==> src/rtl/result_display_driver.sv <==
`default_nettype none
// ============================================================================
// Module   : result_display_driver
// Purpose  : Sequential double-dabble BCD conversion of a 16-bit result and
//            round-robin drive of a 6-digit multiplexed 7-segment display.
// Revision : 1.0 - initial release
// ============================================================================
module result_display_driver #(
    parameter int SCAN_DIV = 50000
) (
    input  logic        clk,
    input  logic        rst,
    input  logic [15:0] result,
    input  logic        overflow,
    input  logic        div_error,
    output logic [7:0]  seg,
    output logic [5:0]  an,
    output logic        busy,
    output logic [19:0] disp_bcd
);

    localparam int                 c_CNT_W     = $clog2(SCAN_DIV);
    localparam logic [c_CNT_W-1:0] c_CNT_MAX   = c_CNT_W'(SCAN_DIV - 1);
    localparam logic [7:0]         c_BLANK     = 8'hFF;
    localparam logic [7:0]         c_O         = 8'hA3;
    localparam logic [39:0]        c_ERR_CODES = {8'hFF, 8'hFF, 8'h86, 8'hAF, 8'hAF};

    typedef enum logic [1:0] {
        S_IDLE = 2'd0,
        S_CONV = 2'd1,
        S_LOAD = 2'd2
    } state_t;

    state_t      r_state;
    state_t      w_state_nxt;
    logic [17:0] r_snap;
    logic [17:0] w_in;
    logic        w_change;
    logic [19:0] r_bcd;
    logic [19:0] w_bcd_adj;
    logic [15:0] r_bin;
    logic [3:0]  r_bit_cnt;
    logic        r_busy;
    logic [19:0] r_disp_bcd;
    logic        r_disp_ovf;
    logic        r_disp_err;
    logic [c_CNT_W-1:0] r_cnt;
    logic [2:0]  r_idx;
    logic [7:0]  r_seg;
    logic [5:0]  r_an;
    logic [4:0]  w_lead_zero;
    logic [7:0]  w_code [0:5];
    logic [7:0]  w_seg_nxt;

    function automatic logic [7:0] f_seg(input logic [3:0] d);
        logic [7:0] s;
        case (d)
            4'd0:    s = 8'hC0;
            4'd1:    s = 8'hF9;
            4'd2:    s = 8'hA4;
            4'd3:    s = 8'hB0;
            4'd4:    s = 8'h99;
            4'd5:    s = 8'h92;
            4'd6:    s = 8'h82;
            4'd7:    s = 8'hF8;
            4'd8:    s = 8'h80;
            4'd9:    s = 8'h90;
            default: s = 8'hFF;
        endcase
        return s;
    endfunction

    assign w_in     = {result, overflow, div_error};
    assign w_change = (w_in != r_snap);

    always_ff @(posedge clk or posedge rst) begin
        if (rst) begin
            r_state <= S_IDLE;
        end else begin
            r_state <= w_state_nxt;
        end
    end

    always_comb begin
        w_state_nxt = r_state;
        case (r_state)
            S_IDLE:  if (w_change) w_state_nxt = S_CONV;
            S_CONV:  if (r_bit_cnt == 4'd15) w_state_nxt = S_LOAD;
            S_LOAD:  w_state_nxt = S_IDLE;
            default: w_state_nxt = S_IDLE;
        endcase
    end

    generate
        for (genvar i = 0; i < 5; i++) begin : g_adj
            assign w_bcd_adj[4*i +: 4] = (r_bcd[4*i +: 4] >= 4'd5) ?
                                         r_bcd[4*i +: 4] + 4'd3 : r_bcd[4*i +: 4];
        end
    endgenerate

    always_ff @(posedge clk or posedge rst) begin
        if (rst) begin
            r_snap     <= '0;
            r_bcd      <= '0;
            r_bin      <= '0;
            r_bit_cnt  <= '0;
            r_busy     <= 1'b0;
            r_disp_bcd <= '0;
            r_disp_ovf <= 1'b0;
            r_disp_err <= 1'b0;
        end else begin
            case (r_state)
                S_IDLE: begin
                    if (w_change) begin
                        r_snap    <= w_in;
                        r_bcd     <= '0;
                        r_bin     <= result;
                        r_bit_cnt <= '0;
                        r_busy    <= 1'b1;
                    end
                end
                S_CONV: begin
                    r_bcd     <= {w_bcd_adj[18:0], r_bin[15]};
                    r_bin     <= {r_bin[14:0], 1'b0};
                    r_bit_cnt <= r_bit_cnt + 4'd1;
                end
                S_LOAD: begin
                    r_disp_bcd <= r_bcd;
                    r_disp_ovf <= r_snap[1];
                    r_disp_err <= r_snap[0];
                    r_busy     <= 1'b0;
                end
                default: ;
            endcase
        end
    end

    // A digit is blanked when it and every more significant digit are zero.
    generate
        for (genvar k = 0; k < 5; k++) begin : g_digit
            if (k == 0) begin : g_lsd
                assign w_lead_zero[k] = 1'b0;
            end else begin : g_upper
                assign w_lead_zero[k] = (r_disp_bcd[19:4*k] == '0);
            end
            assign w_code[k] = r_disp_err     ? c_ERR_CODES[8*k +: 8] :
                               w_lead_zero[k] ? c_BLANK :
                               f_seg(r_disp_bcd[4*k +: 4]);
        end
    endgenerate

    assign w_code[5] = (!r_disp_err && r_disp_ovf) ? c_O : c_BLANK;

    always_comb begin
        w_seg_nxt = c_BLANK;
        case (r_idx)
            3'd0:    w_seg_nxt = w_code[0];
            3'd1:    w_seg_nxt = w_code[1];
            3'd2:    w_seg_nxt = w_code[2];
            3'd3:    w_seg_nxt = w_code[3];
            3'd4:    w_seg_nxt = w_code[4];
            3'd5:    w_seg_nxt = w_code[5];
            default: w_seg_nxt = c_BLANK;
        endcase
    end

    always_ff @(posedge clk or posedge rst) begin
        if (rst) begin
            r_cnt <= '0;
            r_idx <= '0;
            r_seg <= 8'hFF;
            r_an  <= 6'b111111;
        end else begin
            if (r_cnt == c_CNT_MAX) begin
                r_cnt <= '0;
                r_idx <= (r_idx == 3'd5) ? 3'd0 : r_idx + 3'd1;
            end else begin
                r_cnt <= r_cnt + 1'b1;
            end
            r_seg <= w_seg_nxt;
            r_an  <= ~(6'b000001 << r_idx);
        end
    end

    assign seg      = r_seg;
    assign an       = r_an;
    assign busy     = r_busy;
    assign disp_bcd = r_disp_bcd;

endmodule
`default_nettype wire

==> config.mk <==
export PLATFORM = sky130hd
export DESIGN_NAME = result_display_driver
export DESIGN_NICKNAME = d
export VERILOG_FILES = /design/src/rtl/result_display_driver.sv
export SDC_FILE = /design/constraint.sdc
export NUM_CORES = 1
export LEC_CHECK = 0
export CORE_ASPECT_RATIO = 0.5
export CORE_MARGIN = 8
export CORE_UTILIZATION = 55
export CTS_CLUSTER_DIAMETER = 80
export CTS_CLUSTER_SIZE = 30
export DETAILED_ROUTE_END_ITERATION = 8
export GPL_TIMING_DRIVEN = 1
export PLACE_DENSITY = 0.79
export SLEW_MARGIN = 20
export SYNTH_ARGS = -nofsm -noshare
export SYNTH_HDL_FRONTEND = slang
export SYNTH_SLANG_ARGS = --single-unit
==> constraint.sdc <==
create_clock -name clk -period 7.6 [get_ports clk]
set_input_delay 2.28 -clock clk [delete_from_list [all_inputs] [get_ports clk]]
set_output_delay 2.28 -clock clk [all_outputs]
set_load 0.02 [all_outputs]
==> results.toml <==
[route]
drc = 0
vias = 5139
drt_iter0_drc = 313
vias_per_cell = 5.70
wl_um = 14100
ant_nets = 0
drtPass1Iterations = 5
wire_per_inst_um = 15.6

[setup_path]
r2r_start = "r_snap[16]"
cp_max_fo = 20
critPathLaunchType = "input pin"
worstSetupPathType = "in -> reg"
r2r_end = "r_snap[1]"
required_ns = 7.90
r2r_setup_slack_ns = 4.44
worstSetupStartpoint = "result[14]"
cp.arrival_ns = 5.40
crit_path_end_kind = "flip-flop"
reg2regPathDepth = 6

[placement]
io_buffers = 53
gp_congestion = 0.880
dp_hpwl_um = 9740

[yosys]
synth_compound_area_share_pct = 15.8
synth_edf_count = 0
synth_top_family_by_area = "simple AND/OR/NAND/NOR gates"
synth.cell_area_mm2 = 0.00655
ys_types = 58
seq_area_frac_synth_pct = 44.2
synth_adder_area_share_pct = 7.45
synthSimpleGateAreaFrac_pct = 16.1
netlist_instances = 687
synthArstFlopShare_pct = 100
synth_xor_xnor_area_share_pct = 5.21
syn_nets = 746
ys_seq_elements = 115
muxShareOfSynthArea_pct = 6.09
avgSynthCellArea_um2 = 9.54
ys.flop_type = "dfrtp_1"
ys.warnings.count = 0

[clocking]
cts_tree = "yes"
clock-root-buffer = "clkbuf_16"
clk_latency_ns = 0.42
postCtsSetupBuffers = 0
postCtsResizedCells = 0
numCtsBuffers = 17
htree_levels = 4
path_clk_slew_ns = 0.06
hold_buffers = 0
cts.sinks = 115
clockBufferDepth = 2

[cells_and_area]
final_common_cell = "dfrtp_1"
antenna_cells = 0
multiInputGateArea_mm2 = 0.00332
drive_gt1_share_pct = 11.4
mostFrequentLayoutCells = "dfrtp_1 (102), nor2_1 (53), clkdlybuf4s50_1 (53)"
seqCellArea_mm2 = 0.00289
area_delta_synth_final_pct = 17.3
fin_nets = 782
fillers = 916

[hold_path]
hold_depth = 1
min_to = "r_cnt[0]"
hp-class = "reg -> reg"
hp-start = "r_cnt[0]"

[floorplan]
ios = 55
core_area_mm2 = 0.0117
die_h_um = 93.2
die_x_um = 170
row_count = 28
die_area_mm2 = 0.0159
start_util_pct = 56.0

[timing]
hold_viol_final = 0
fin_tns_setup_ns = 0
fin_crit_ns = 5.10
max_freq_mhz = 196
slew_viol_final = 0
finalCritPeriodShare_pct = 67.1
finClkSkew_ns = 0.0119
setup_viol = 0
slew_headroom_pct = 32.4
tightest_slew_ns = 1.01
rsz0062_at_grt = "no"

[job]
maxCapViolations = 0

[global_routing]
grt_start_max_net_pins = 63
grt_pass1_vias = 4915
grt_usage_pct = 18.4
antenna_found_initial = 0
grt_overflow = 0
grt_pass1_wl_um = 23800

[pwr]
leakage_nw = 3.38
fin_total_pwr_mw = 3.15
ir_worst_vdd_uv = 222
power_density_mw_per_mm2 = 410

[run_status]
run_status = "complete, no violations"
==> layer usage <==
| layer | global-route usage, % | up-vias | wire length [µm] |
|---|---|---|---|
| met5 | 0 | - | 0 |
| met4 | 5.73 | 0 | 172 |
| met3 | 4.50 | 18 | 767 |
| met2 | 30.4 | 126 | 6700 |
| met1 | 23.7 | 2491 | 6450 |
| li1 | - | 2504 | - |
==> flip-flops by register name, indices dropped and copies added, names as in the netlist <==
signal / count
disp_bcd: 20
r_bcd: 20
r_snap: 18
r_bin: 16
r_cnt: 16
seg: 7
an: 6
r_bit_cnt: 4
r_idx: 3
r_state: 2
busy: 1
r_disp_err: 1
r_disp_ovf: 1
==> how the worst max path moves through the flow <==
stage | to | slack [ns] | depth (start not counted)
floorplan | busy | 2.30 | 1
global route | r_snap[1] | 2.29 | 7
CTS | r_snap[8] | 2.50 | 7
finish | r_snap[1] | 2.50 | 7
global placement | r_snap[6] | 2.09 | 7
detailed placement | r_snap[8] | 2.09 | 7
==> cell families after synthesis <==
| group | after synthesis |
|---|---|
| AO/OA/AOI/OAI | 162 |
| XOR/XNOR | 39 |
| adder cells (fa/ha/maj) | 39 |
| buffers and inverters | 80 |
| flip-flops | 115 |
| multiplexers | 36 |
| other | 1 |
| AND/OR/NAND/NOR | 215 |
==> report_power, final <==
group	leakage, nW	internal [mW]	total (mW)	switching [mW]
registers	1.40	0.845	1.12	0.277
clock network	0.270	0.437	0.732	0.295
logic	1.71	0.622	1.30	0.673
==> cell usage after synthesis, types with 5 or more instances <==
master	count	share of area, %
nor2_1	53	3.0
nor2b_1	5	0.48
inv_1	38	2.2
nand2_1	48	2.7
o21ai_0	44	3.4
a21o_1	5	0.57
nand4_1	8	0.76
xnor2_1	14	1.9
buf_2	5	0.38
dfrtp_1	102	39
dfstp_2	13	5.2
o22ai_1	15	1.4
a22o_1	21	2.8
mux2i_1	5	0.76
nor4_1	16	1.5
xor2_1	25	3.3
nand3_1	15	1.1
and3_1	9	0.86
clkbuf_1	27	1.5
nor3_1	33	2.5
mux2_2	31	5.3
o211ai_1	7	0.80
nand2b_1	12	1.1
a21oi_1	37	2.8
a22oi_1	5	0.57
ha_1	39	7.4
==> per-stage QoR <==
stage	instances	hold WS [ns]	setup WS, ns	area [µm²]	utilization (%)
global placement	869	0.439	2.09	7140	61.0
detailed placement	869	0.451	2.09	7140	61.0
floorplan	687	0.425	2.30	6550	-
finish	901	0.452	2.50	7690	65.7
CTS	901	0.457	2.50	7690	65.7
global route	901	0.482	2.29	7690	65.7
==> worst max-delay path, stage by stage <==
cell and delay, ns:
clkdlybuf4s50_1 0.46, xor2_1 0.17, nor4_1 0.35, nand3_1 0.15, nor2_1 0.77, or3_1 0.79, mux2_2 0.41
==> layout make-up <==
type,count,area share (%)
Clock inverter,13,1.30
Sequential cell,115,37.6
Clock buffer,19,5.89
Timing Repair Buffer,57,7.29
Tap cell,165,2.69
Multi-Input combinational cell,492,43.2
Inverter,40,1.99
(Power assumes the default switching activity.)
